[src/rtl/vga_sprite_compositor.sv]
// vga_sprite_compositor
//   Raster generator plus pixel path for a 640x480-class VGA output. A
//   background index-colour image is fetched through an external ROM port
//   (pixel-doubled via SCALE). NUM_SPRITES solid rectangles are overlaid on
//   it with fixed priority (index 0 on top). Sprite coordinates are latched
//   once per frame, at the start of vertical blanking, so that a frame is
//   never drawn with a mix of old and new positions. Sprites that overlap on
//   a visible pixel are flagged in oCOLLIDE for the last completed frame.
//
// Ports
//   iVGA_CLK    pixel clock
//   iRST        synchronous active-high reset
//   iSPR_X/Y    packed sprite top-left corners, 10 bits per sprite
//   iSPR_EN     per-sprite enable
//   iSPR_BGR    packed sprite colours {B,G,R}, 24 bits per sprite
//   iBLACKOUT   forces every non-sprite pixel to black
//   oBG_ADDR    background ROM address
//   iBG_BGR     background ROM data, valid BG_LAT cycles after oBG_ADDR
//   oHS/oVS     active-low syncs
//   oBLANK_n    high during active video
//   b/g/r_data  colour channels
//   oFRAME_END  one-cycle strobe at the start of vertical blanking
//   oCOLLIDE    per-sprite collision flags of the last completed frame
module vga_sprite_compositor #(
    parameter int H_ACTIVE    = 640,
    parameter int H_FP        = 16,
    parameter int H_SYNC      = 96,
    parameter int H_BP        = 48,
    parameter int V_ACTIVE    = 480,
    parameter int V_FP        = 10,
    parameter int V_SYNC      = 2,
    parameter int V_BP        = 33,
    parameter int NUM_SPRITES = 4,
    parameter int SPR_W       = 25,
    parameter int SPR_H       = 25,
    parameter int SCALE       = 2,
    parameter int BG_LAT      = 2,
    parameter int ADDR_W      = 19
) (
    input  logic                       iVGA_CLK,
    input  logic                       iRST,
    input  logic [NUM_SPRITES*10-1:0]  iSPR_X,
    input  logic [NUM_SPRITES*10-1:0]  iSPR_Y,
    input  logic [NUM_SPRITES-1:0]     iSPR_EN,
    input  logic [NUM_SPRITES*24-1:0]  iSPR_BGR,
    input  logic                       iBLACKOUT,
    output logic [ADDR_W-1:0]          oBG_ADDR,
    input  logic [23:0]                iBG_BGR,
    output logic                       oHS,
    output logic                       oVS,
    output logic                       oBLANK_n,
    output logic [7:0]                 b_data,
    output logic [7:0]                 g_data,
    output logic [7:0]                 r_data,
    output logic                       oFRAME_END,
    output logic [NUM_SPRITES-1:0]     oCOLLIDE
);

    localparam int H_TOTAL  = H_ACTIVE + H_FP + H_SYNC + H_BP;
    localparam int V_TOTAL  = V_ACTIVE + V_FP + V_SYNC + V_BP;
    localparam int SCALE_SH = (SCALE == 4) ? 2 : ((SCALE == 2) ? 1 : 0);

    localparam logic [9:0] H_ACT_C  = 10'(H_ACTIVE);
    localparam logic [9:0] HS_BEG_C = 10'(H_ACTIVE + H_FP);
    localparam logic [9:0] HS_END_C = 10'(H_ACTIVE + H_FP + H_SYNC);
    localparam logic [9:0] H_LAST_C = 10'(H_TOTAL - 1);
    localparam logic [9:0] V_ACT_C  = 10'(V_ACTIVE);
    localparam logic [9:0] VS_BEG_C = 10'(V_ACTIVE + V_FP);
    localparam logic [9:0] VS_END_C = 10'(V_ACTIVE + V_FP + V_SYNC);
    localparam logic [9:0] V_LAST_C = 10'(V_TOTAL - 1);

    localparam logic [ADDR_W-1:0] LINE_W_C = ADDR_W'(H_ACTIVE >> SCALE_SH);

    // Pipeline word: {sprite hits, hs, vs, active}
    localparam int PW = NUM_SPRITES + 3;
    localparam logic [PW-1:0] PIPE_RST = {{NUM_SPRITES{1'b0}}, 3'b110};

    // ---------------------------------------------------------------
    // Raster counters
    // ---------------------------------------------------------------
    logic [9:0] hCnt;
    logic [9:0] vCnt;

    always_ff @(posedge iVGA_CLK) begin
        if (iRST) begin
            hCnt <= '0;
            vCnt <= '0;
        end else if (hCnt == H_LAST_C) begin
            hCnt <= '0;
            vCnt <= (vCnt == V_LAST_C) ? 10'd0 : vCnt + 10'd1;
        end else begin
            hCnt <= hCnt + 10'd1;
        end
    end

    logic active;
    logic hsRaw;
    logic vsRaw;
    logic frameEnd;

    assign active   = (hCnt < H_ACT_C) && (vCnt < V_ACT_C);
    assign hsRaw    = !((hCnt >= HS_BEG_C) && (hCnt < HS_END_C));
    assign vsRaw    = !((vCnt >= VS_BEG_C) && (vCnt < VS_END_C));
    assign frameEnd = (hCnt == 10'd0) && (vCnt == V_ACT_C);

    assign oFRAME_END = frameEnd;

    // ---------------------------------------------------------------
    // Shadow sprite registers, reloaded only at the frame-end point.
    // Nothing visible is drawn between that point and the next line 0,
    // so the whole next frame sees one consistent set.
    // ---------------------------------------------------------------
    logic [9:0]  shadowX   [NUM_SPRITES];
    logic [9:0]  shadowY   [NUM_SPRITES];
    logic [23:0] shadowBgr [NUM_SPRITES];
    logic [NUM_SPRITES-1:0] shadowEn;

    always_ff @(posedge iVGA_CLK) begin
        if (iRST) begin
            shadowEn <= '0;
            for (int i = 0; i < NUM_SPRITES; i++) begin
                shadowX[i]   <= '0;
                shadowY[i]   <= '0;
                shadowBgr[i] <= '0;
            end
        end else if (frameEnd) begin
            shadowEn <= iSPR_EN;
            for (int i = 0; i < NUM_SPRITES; i++) begin
                shadowX[i]   <= iSPR_X[10*i +: 10];
                shadowY[i]   <= iSPR_Y[10*i +: 10];
                shadowBgr[i] <= iSPR_BGR[24*i +: 24];
            end
        end
    end

    // ---------------------------------------------------------------
    // Per-sprite hit test. The far edges are formed in 11 bits so a
    // sprite near coordinate 1023 is clipped instead of wrapping to 0.
    // ---------------------------------------------------------------
    logic [NUM_SPRITES-1:0] sprHit;

    generate
        for (genvar gi = 0; gi < NUM_SPRITES; gi++) begin : gSprite
            logic [10:0] xEnd;
            logic [10:0] yEnd;
            assign xEnd = {1'b0, shadowX[gi]} + 11'(SPR_W);
            assign yEnd = {1'b0, shadowY[gi]} + 11'(SPR_H);
            assign sprHit[gi] = shadowEn[gi]
                             && (hCnt >= shadowX[gi]) && ({1'b0, hCnt} < xEnd)
                             && (vCnt >= shadowY[gi]) && ({1'b0, vCnt} < yEnd);
        end
    endgenerate

    // ---------------------------------------------------------------
    // Collision accumulator. hit & (hit-1) clears the lowest set bit,
    // so it is non-zero exactly when two or more sprites overlap.
    // ---------------------------------------------------------------
    logic [NUM_SPRITES-1:0] collideAcc;
    logic                   multiHit;

    assign multiHit = |(sprHit & (sprHit - NUM_SPRITES'(1)));

    always_ff @(posedge iVGA_CLK) begin
        if (iRST) begin
            collideAcc <= '0;
            oCOLLIDE   <= '0;
        end else if (frameEnd) begin
            oCOLLIDE   <= collideAcc;
            collideAcc <= '0;
        end else if (active && multiHit) begin
            collideAcc <= collideAcc | sprHit;
        end
    end

    // ---------------------------------------------------------------
    // Stage 0 address plus a BG_LAT-deep delay line that keeps the hit
    // vector and sync/blank aligned with the returning ROM data.
    // ---------------------------------------------------------------
    logic [ADDR_W-1:0] addrNext;
    logic [PW-1:0]     pipeReg [0:BG_LAT];

    assign addrNext = ADDR_W'(vCnt >> SCALE_SH) * LINE_W_C + ADDR_W'(hCnt >> SCALE_SH);

    always_ff @(posedge iVGA_CLK) begin
        if (iRST) begin
            oBG_ADDR <= '0;
            for (int k = 0; k <= BG_LAT; k++) begin
                pipeReg[k] <= PIPE_RST;
            end
        end else begin
            // Address holds through blanking so the ROM sees no spurious reads.
            if (active) begin
                oBG_ADDR <= addrNext;
            end
            pipeReg[0] <= {sprHit, hsRaw, vsRaw, active};
            for (int k = 1; k <= BG_LAT; k++) begin
                pipeReg[k] <= pipeReg[k-1];
            end
        end
    end

    logic [NUM_SPRITES-1:0] alignHit;
    logic                   alignHs;
    logic                   alignVs;
    logic                   alignActive;

    assign alignHit    = pipeReg[BG_LAT][PW-1:3];
    assign alignHs     = pipeReg[BG_LAT][2];
    assign alignVs     = pipeReg[BG_LAT][1];
    assign alignActive = pipeReg[BG_LAT][0];

    // ---------------------------------------------------------------
    // Colour select: walking from the lowest priority upwards lets the
    // lowest-index hit overwrite everything else.
    // ---------------------------------------------------------------
    logic [23:0] pixSel;

    always_comb begin
        pixSel = iBLACKOUT ? 24'd0 : iBG_BGR;
        for (int i = NUM_SPRITES - 1; i >= 0; i--) begin
            if (alignHit[i]) begin
                pixSel = shadowBgr[i];
            end
        end
        if (!alignActive) begin
            pixSel = 24'd0;
        end
    end

    always_ff @(posedge iVGA_CLK) begin
        if (iRST) begin
            oHS      <= 1'b1;
            oVS      <= 1'b1;
            oBLANK_n <= 1'b0;
            b_data   <= '0;
            g_data   <= '0;
            r_data   <= '0;
        end else begin
            oHS      <= alignHs;
            oVS      <= alignVs;
            oBLANK_n <= alignActive;
            b_data   <= pixSel[23:16];
            g_data   <= pixSel[15:8];
            r_data   <= pixSel[7:0];
        end
    end

endmodule

[config.mk]
export PLATFORM = sky130hd
export DESIGN_NAME = vga_sprite_compositor
export DESIGN_NICKNAME = d
export VERILOG_FILES = /design/src/rtl/vga_sprite_compositor.sv
export SDC_FILE = /design/constraint.sdc
export NUM_CORES = 1
export LEC_CHECK = 0
export CAP_MARGIN = 15
export CORE_MARGIN = 2
export CORE_UTILIZATION = 48
export DETAILED_ROUTE_END_ITERATION = 10
export PLACE_DENSITY = 0.78
export SLEW_MARGIN = 10
export SYNTH_ARGS = -nofsm -noshare
export SYNTH_HDL_FRONTEND = slang
export SYNTH_SLANG_ARGS = --single-unit
[constraint.sdc]
create_clock -name iVGA_CLK -period 6.7 [get_ports iVGA_CLK]
set_input_delay 0.67 -clock iVGA_CLK [delete_from_list [all_inputs] [get_ports iVGA_CLK]]
set_output_delay 0.67 -clock iVGA_CLK [all_outputs]
set_load 0.02 [all_outputs]
[After elaboration in Yosys (flattened, before gate mapping)]
Memory sizes are Yosys's and may differ from the RTL's.
Index checks and enable logic that the tools add are counted.
Storage, ports and cells
  flip-flop bits (word level): 78
  bits in writable memories: 197
  input port bits: 207
  output and inout port bits: 51
  memories kept: 4
Operators by class
  add/subtract/negate cells: 12
  multiply operators: 1
  magnitude comparators: 22
  equality and inequality tests: 3
  muxes and demuxes: 27
  bitwise operators: 18
  reduce and logical (&&, ||, !) cells: 28
Memories
  shadowBgr: words 4, width 24, read ports 4, clocked after Yosys merged registers in 0, wr ports 4, RTL line 115  | logic [23:0] shadowBgr [NUM_SPRITES];
  shadowX: words 4, width 10, read ports 4, clocked after Yosys merged registers in 0, wr ports 4, RTL line 113  | logic [9:0] shadowX [NUM_SPRITES];
  shadowY: words 4, width 10, read ports 4, clocked after Yosys merged registers in 0, wr ports 4, RTL line 114  | logic [9:0] shadowY [NUM_SPRITES];
  pipeReg: words 3, width 7, read ports 3, clocked after Yosys merged registers in 0, wr ports 3, RTL line 180  | logic [PW-1:0] pipeReg [0:BG_LAT];
Operators by type and width (number)
  $mux W24: 9
  $mux W10: 9
  $add A10 B5 Y11 const B: 8
  $lt A10 B11 Y1: 8
  $ge A10 B10 Y1: 8
  $logic_and A1 B1 Y1: 21
  $mux W7: 3
  $add A10 B1 Y10 const B: 2
  $eq A10 B10 Y1 const B: 2
  $lt A10 B10 Y1 const B: 2
  $lt A10 B9 Y1 const B: 2
  $add A18 B9 Y19: 1
  $or A1 B1 Y1: 15
  $mul A9 B3 Y12 const B: 1
  $eq A10 B9 Y1 const B: 1
  $ge A10 B10 Y1 const B: 1
  $ge A10 B9 Y1 const B: 1
  $logic_not A10 Y1: 1
  $mux W1: 6
  $reduce_or A2 Y1: 3
  $and A4 B4 Y4: 1
  $or A4 B4 Y4: 1
  $reduce_or A4 Y1: 1
  $sub A4 B1 Y4 const B: 1
  other kinds (2): 3

[Longest topological paths before layout]
An unclocked memory read counts as a cell.
  depth in word-level cells: 10
  gate-level depth with buffers: 14
  depth with buffers taken out: 14

[Worst setup path after synthesis]
OpenSTA, ideal clock, no wires.
  path kind: flip-flop to flip-flop
  start: reg vCnt[5]
  end: reg collideAcc[1]
  setup time: 0.125 ns
  arrival time: 3.857 ns
  data required time: 6.575 ns
  setup slack: 2.718 ns
  cell stages (with the launch flop): 10
  period minus slack after synthesis: 3.982 ns
  cell sequence: dfxtp_1 > nand4_1 > nor4_2 > and4_1 > buf_2 > nor2_2 > inv_2 > nor2_2 > o311ai_1 > nand2_1
On the way
  cells in the longest elaborated chain, start to end: 7
RTL lines
  from (decl): RTL line 82  | logic [9:0] vCnt;
  from (signal assigned): RTL line 90  | vCnt <= (vCnt == V_LAST_C) ? 10'd0 : vCnt + 10'd1;
  $ge A10 B10 Y1: RTL line 150  | && (vCnt >= shadowY[gi]) && ({1'b0, vCnt} < yEnd);
  $logic_and A1 B1 Y1 (2 in a row): RTL line 150
  $sub A4 B1 Y4: RTL line 161  | assign multiHit = |(sprHit & (sprHit - NUM_SPRITES'(1)));
  $and A4 B4 Y4: RTL line 161
  $reduce_or A4 Y1: RTL line 161
  $logic_and A1 B1 Y1: RTL line 170  | end else if (active && multiHit) begin
  to (signal assigned): RTL line 171  | collideAcc <= collideAcc | sprHit;
  to (decl): RTL line 158  | logic [NUM_SPRITES-1:0] collideAcc;
Several ways; a longest one is shown, not always the timed one.
A chain may end at the register's enable or synchronous reset.

==> Flow_metrics.wiki <==
{| class="wikitable"
! Metric !! Value
|-
| Run status || completed
|-
| Die outline area || 34600 sq um
|-
| Via count of the first global-routing pass || 12000
|-
| Number of pins with negative max-slew slack in the final report || 0
|-
| CTS Buf Count || 30
|-
| FMAX || 262 MHz
|-
| Critical Path Sink Type || flip-flop
|-
| Most frequent cells after synthesis || sky130_fd_sc_hd__ha_1, sky130_fd_sc_hd__and2_1, sky130_fd_sc_hd__edfxtp_1
|-
| Mapped Area || 15900 sq um
|-
| Clk slew on worst S/H paths || 0.06 ns
|-
| Slowest Stage Delay on Critical Path || 0.77 ns
|-
| Number of instances in the synthesized netlist || 1552
|-
| Number of placed instances with taps included || 2204
|-
| Post-synthesis net count || 1950
|-
| Worst Tran Pin Value || 0.950 ns
|-
| Minimum setup slack in the final design || 2.88 ns
|-
| Hold-fix buffers at CTS || 0
|-
| Buffer type at the clock tree root || sky130_fd_sc_hd__clkbuf_16
|-
| Hold Crit Start || pipeReg[0][16]$_SDFF_PP1_
|-
| GPL Wtd Cong || 0.884
|-
| Headroom to the max-slew limit || 36.6%
|-
| Number of ports placed on the die boundary || 258
|-
| Startpoint of the lowest-slack register-to-register path || vCnt[5]$_SDFFE_PP0P_
|-
| Cell chain of the critical path || nand4_1 -> nor4_2 -> and4_1 -> nor2_2 -> inv_6 -> buf_4
|-
| Hold Slack || 0.398 ns
|-
| Total global routing track utilization || 21.8%
|-
| Crit path launch || vCnt[5]$_SDFFE_PP0P_
|-
| Cell area after layout || 19900 sq um
|-
| Async SR Flop Fraction || 0%
|-
| Largest buffer count on any clock path || 3
|-
| Wirelength, routed || 38.1 mm
|-
| Number of distinct standard cells referenced by the synthesized netlist || 64
|-
| Clk_lat worst skew || 0.57 ns
|-
| CP Capture Point || shadowX[0][4]$_SDFFCE_PN0P_
|-
| Final setup violation count || 0
|-
| Dominant combinational cell family by area after synthesis || simple AND/OR/NAND/NOR gates
|-
| Kind of critical path || flip-flop to flip-flop
|-
| Post-CTS setup repair buffer count || 0
|-
| Required time of the critical path || 6.90 ns
|-
| First-pass iteration count of the detailed router || 5
|-
| Clock sink total || 275
|-
| Routed WL per cell || 16.8 microns
|-
| Wire length of the first global-routing pass || 59.9 mm
|-
| Count of flip-flops with a built-in enable after synthesis || 176
|-
| Placed cell areas || 18900 sq um
|-
| Proportion of synthesized area in mux cells || 2.01%
|-
| Per-instance average area after synthesis || 10.2 sq um
|-
| Total global routing overflow || 0
|-
| Simple-gate share of the synthesized area || 17.9%
|-
| Share of post-route cells with drive strength above 1 || 4.73%
|-
| Layout Nets || 2193
|-
| Residual antenna-violating net count after detailed routing || 0
|-
| Synthesized-area fraction occupied by adder cells || 15.1%
|-
| Setup slack on the worst flop-to-flop path || 2.88 ns
|-
| Maximum number of pins on one net before global-route repair || 108
|-
| Post-detailed-route via-to-cell ratio || 5.31
|-
| Cell count of the worst reg-to-reg path || 6
|-
| HPWL after detailed placement || 27.7 mm
|-
| Most numerous cell in the Yosys netlist || sky130_fd_sc_hd__ha_1
|-
| Leakage power figure || 8.11 nW
|-
| Largest vdd supply drop || 0.189 mV
|-
| Core outline area || 32600 sq um
|-
| Arrival time of the worst setup path || 4.02 ns
|-
| Die width || 186 microns
|-
| Post-Synth XOR/XNOR Area || 4.96%
|-
| Class of the worst hold path || flip-flop to flip-flop
|-
| Power density normalized to cell area || 194 nW/um^2
|-
| Detailed router's first-iteration violation count || 780
|-
| Starting Density || 48.8%
|-
| Number of buffers added on ports || 257
|-
| Part of the Yosys area used for sequential elements || 45.7%
|-
| Number of antenna violations at the first check in global routing || 0
|-
| Maximum Capacitance Violations || 0
|-
| Summed negative setup slack over all endpoints || 0 ns
|-
| Final cell count without fillers || 2262
|-
| Std-Cell Rows || 66
|-
| Top area cells in the synthesized netlist || sky130_fd_sc_hd__edfxtp_1, sky130_fd_sc_hd__ha_1, sky130_fd_sc_hd__dfxtp_1, sky130_fd_sc_hd__and2_1, sky130_fd_sc_hd__xnor2_1
|-
| Synthesis Warnings || 0
|-
| Proportion of netlist area held by the largest area contributor || 33.2%
|-
| Number of hold-slack violations in the final timing report || 0
|-
| H-tree level count || 1
|-
| Final worst path period need || 3.82 ns
|-
| Dpl ws || 2.92 ns
|-
| Largest area contributor in the synthesized netlist || sky130_fd_sc_hd__edfxtp_1
|-
| Compound-Gate Fraction of Synth Area || 10.4%
|-
| Final clock period utilization by the worst path || 57.0%
|-
| Number of synthesized register bits || 275
|-
| Clock tree from TritonCTS || yes
|-
| Die Y-Extent || 186 microns
|-
| Slowest cell on crit path || sky130_fd_sc_hd__dfxtp_1
|-
| Skew final || 0.0188 ns
|-
| Critical path fanouts, max || 90
|-
| Type of origin of the critical path || flip-flop
|-
| Area added between synthesis and finish || 25.3%
|-
| Post-cts repair resize count || 0
|-
| Main flop type after synthesis || sky130_fd_sc_hd__edfxtp_1
|-
| Worst reg2reg endpoint || shadowX[0][4]$_SDFFCE_PN0P_
|-
| DRC viols || 0
|-
| Setup repair after global routing missed its margin || no
|-
| Total vias in the final route || 12000
|}
-- sequential cells by signal, summed over array words and instances (netlist names) --
name	cells
b_data	8
collideAcc	4
g_data	8
hCnt	10
oBG_ADDR	19
oBLANK_n	1
oCOLLIDE	4
oHS	1
oVS	1
pipeReg	21
r_data	8
shadowBgr	96
shadowEn	4
shadowX	40
shadowY	40
vCnt	10
-- cells by family (layout without fill, tap and decap cells) --
group,after synthesis,count (layout)
other cells,0,1
simple gates,543,543
xor+xnor,90,90
buf+inv,158,425
mux,32,32
fa+ha+maj,191,191
compound gates,263,263
flops,275,275
-- report_power, final --
part	internal [W]	total, W	switching, W
registers	0.00184	0.00187	0.0000321
clock network	0.000999	0.00168	0.000684
logic	0.000180	0.000312	0.000132
-- through the flow --
| stage | power, W | utilization, % |
|---|---|---|
| after floorplan | 0.00204 | - |
| after global placement | 0.00221 | 57.8 |
| final | 0.00387 | 61.1 |
| after detailed placement | 0.00222 | 57.8 |
| after global routing | 0.00401 | 61.1 |
| after CTS | 0.00390 | 61.0 |
-- worst max-delay path, delay by kind of cell, from the launching register on --
| family | cells | cell delay [ns] |
|---|---|---|
| buffers and inverters | 2 | 1.25 |
| AND/OR/NAND/NOR | 4 | 1.35 |
| flip-flops | 1 | 0.77 |
-- layer usage --
layer | track usage (%) | up-vias | part of all wire [%]
met5 | 0 | - | 0
met4 | 9.13 | 0 | 3.9
met3 | 2.64 | 82 | 5.2
met2 | 36.7 | 351 | 48
met1 | 28.4 | 5626 | 43
li1 | - | 5950 | -
-- layout by cell type, fill, tap and decap left out, drive strengths merged, types with 8 or more instances in the layout --
| master | Yosys | layout |
|---|---|---|
| a211o | 8 | 8 |
| a211oi | 20 | 20 |
| a21o | 15 | 15 |
| a21oi | 82 | 82 |
| a22oi | 23 | 23 |
| and2 | 178 | 178 |
| and3 | 8 | 8 |
| buf | 19 | 10 |
| clkbuf | 36 | 42 |
| clkdlybuf4s50 | 0 | 256 |
| clkinv | 0 | 10 |
| dfxtp | 99 | 99 |
| edfxtp | 176 | 176 |
| ha | 189 | 189 |
| inv | 103 | 104 |
| mux2i | 32 | 32 |
| nand2 | 102 | 102 |
| nand3 | 35 | 35 |
| nand4 | 18 | 18 |
| nor2 | 126 | 126 |
| nor2b | 15 | 15 |
| nor3 | 18 | 18 |
| o21a | 12 | 12 |
| o21ai | 60 | 60 |
| xnor2 | 75 | 75 |
| xor2 | 15 | 15 |
-- area by class of cell --
class	count	area, sq um
tap	442	553
antenna	1	2.50
clock inverter	14	163
multi-input combinational	1119	8030
fill	2664	12700
inverter	103	392
clock buffer	42	878
sequential	275	7270
timing repair buffer	266	2640
-- worst min-delay path by stage --
stage | to | slack [ns] | cells past startpoint
after floorplan | oHS$_SDFF_PP1_ | 0.39 | 1
after global placement | oHS$_SDFF_PP1_ | 0.39 | 1
after detailed placement | pipeReg[0][9]$_SDFF_PP1_ | 0.39 | 1
after CTS | oHS$_SDFF_PP1_ | 0.40 | 1
after global routing | oHS$_SDFF_PP1_ | 0.42 | 1
final | oHS$_SDFF_PP1_ | 0.40 | 1
Note: power is estimated with default switching activity, not from simulation.
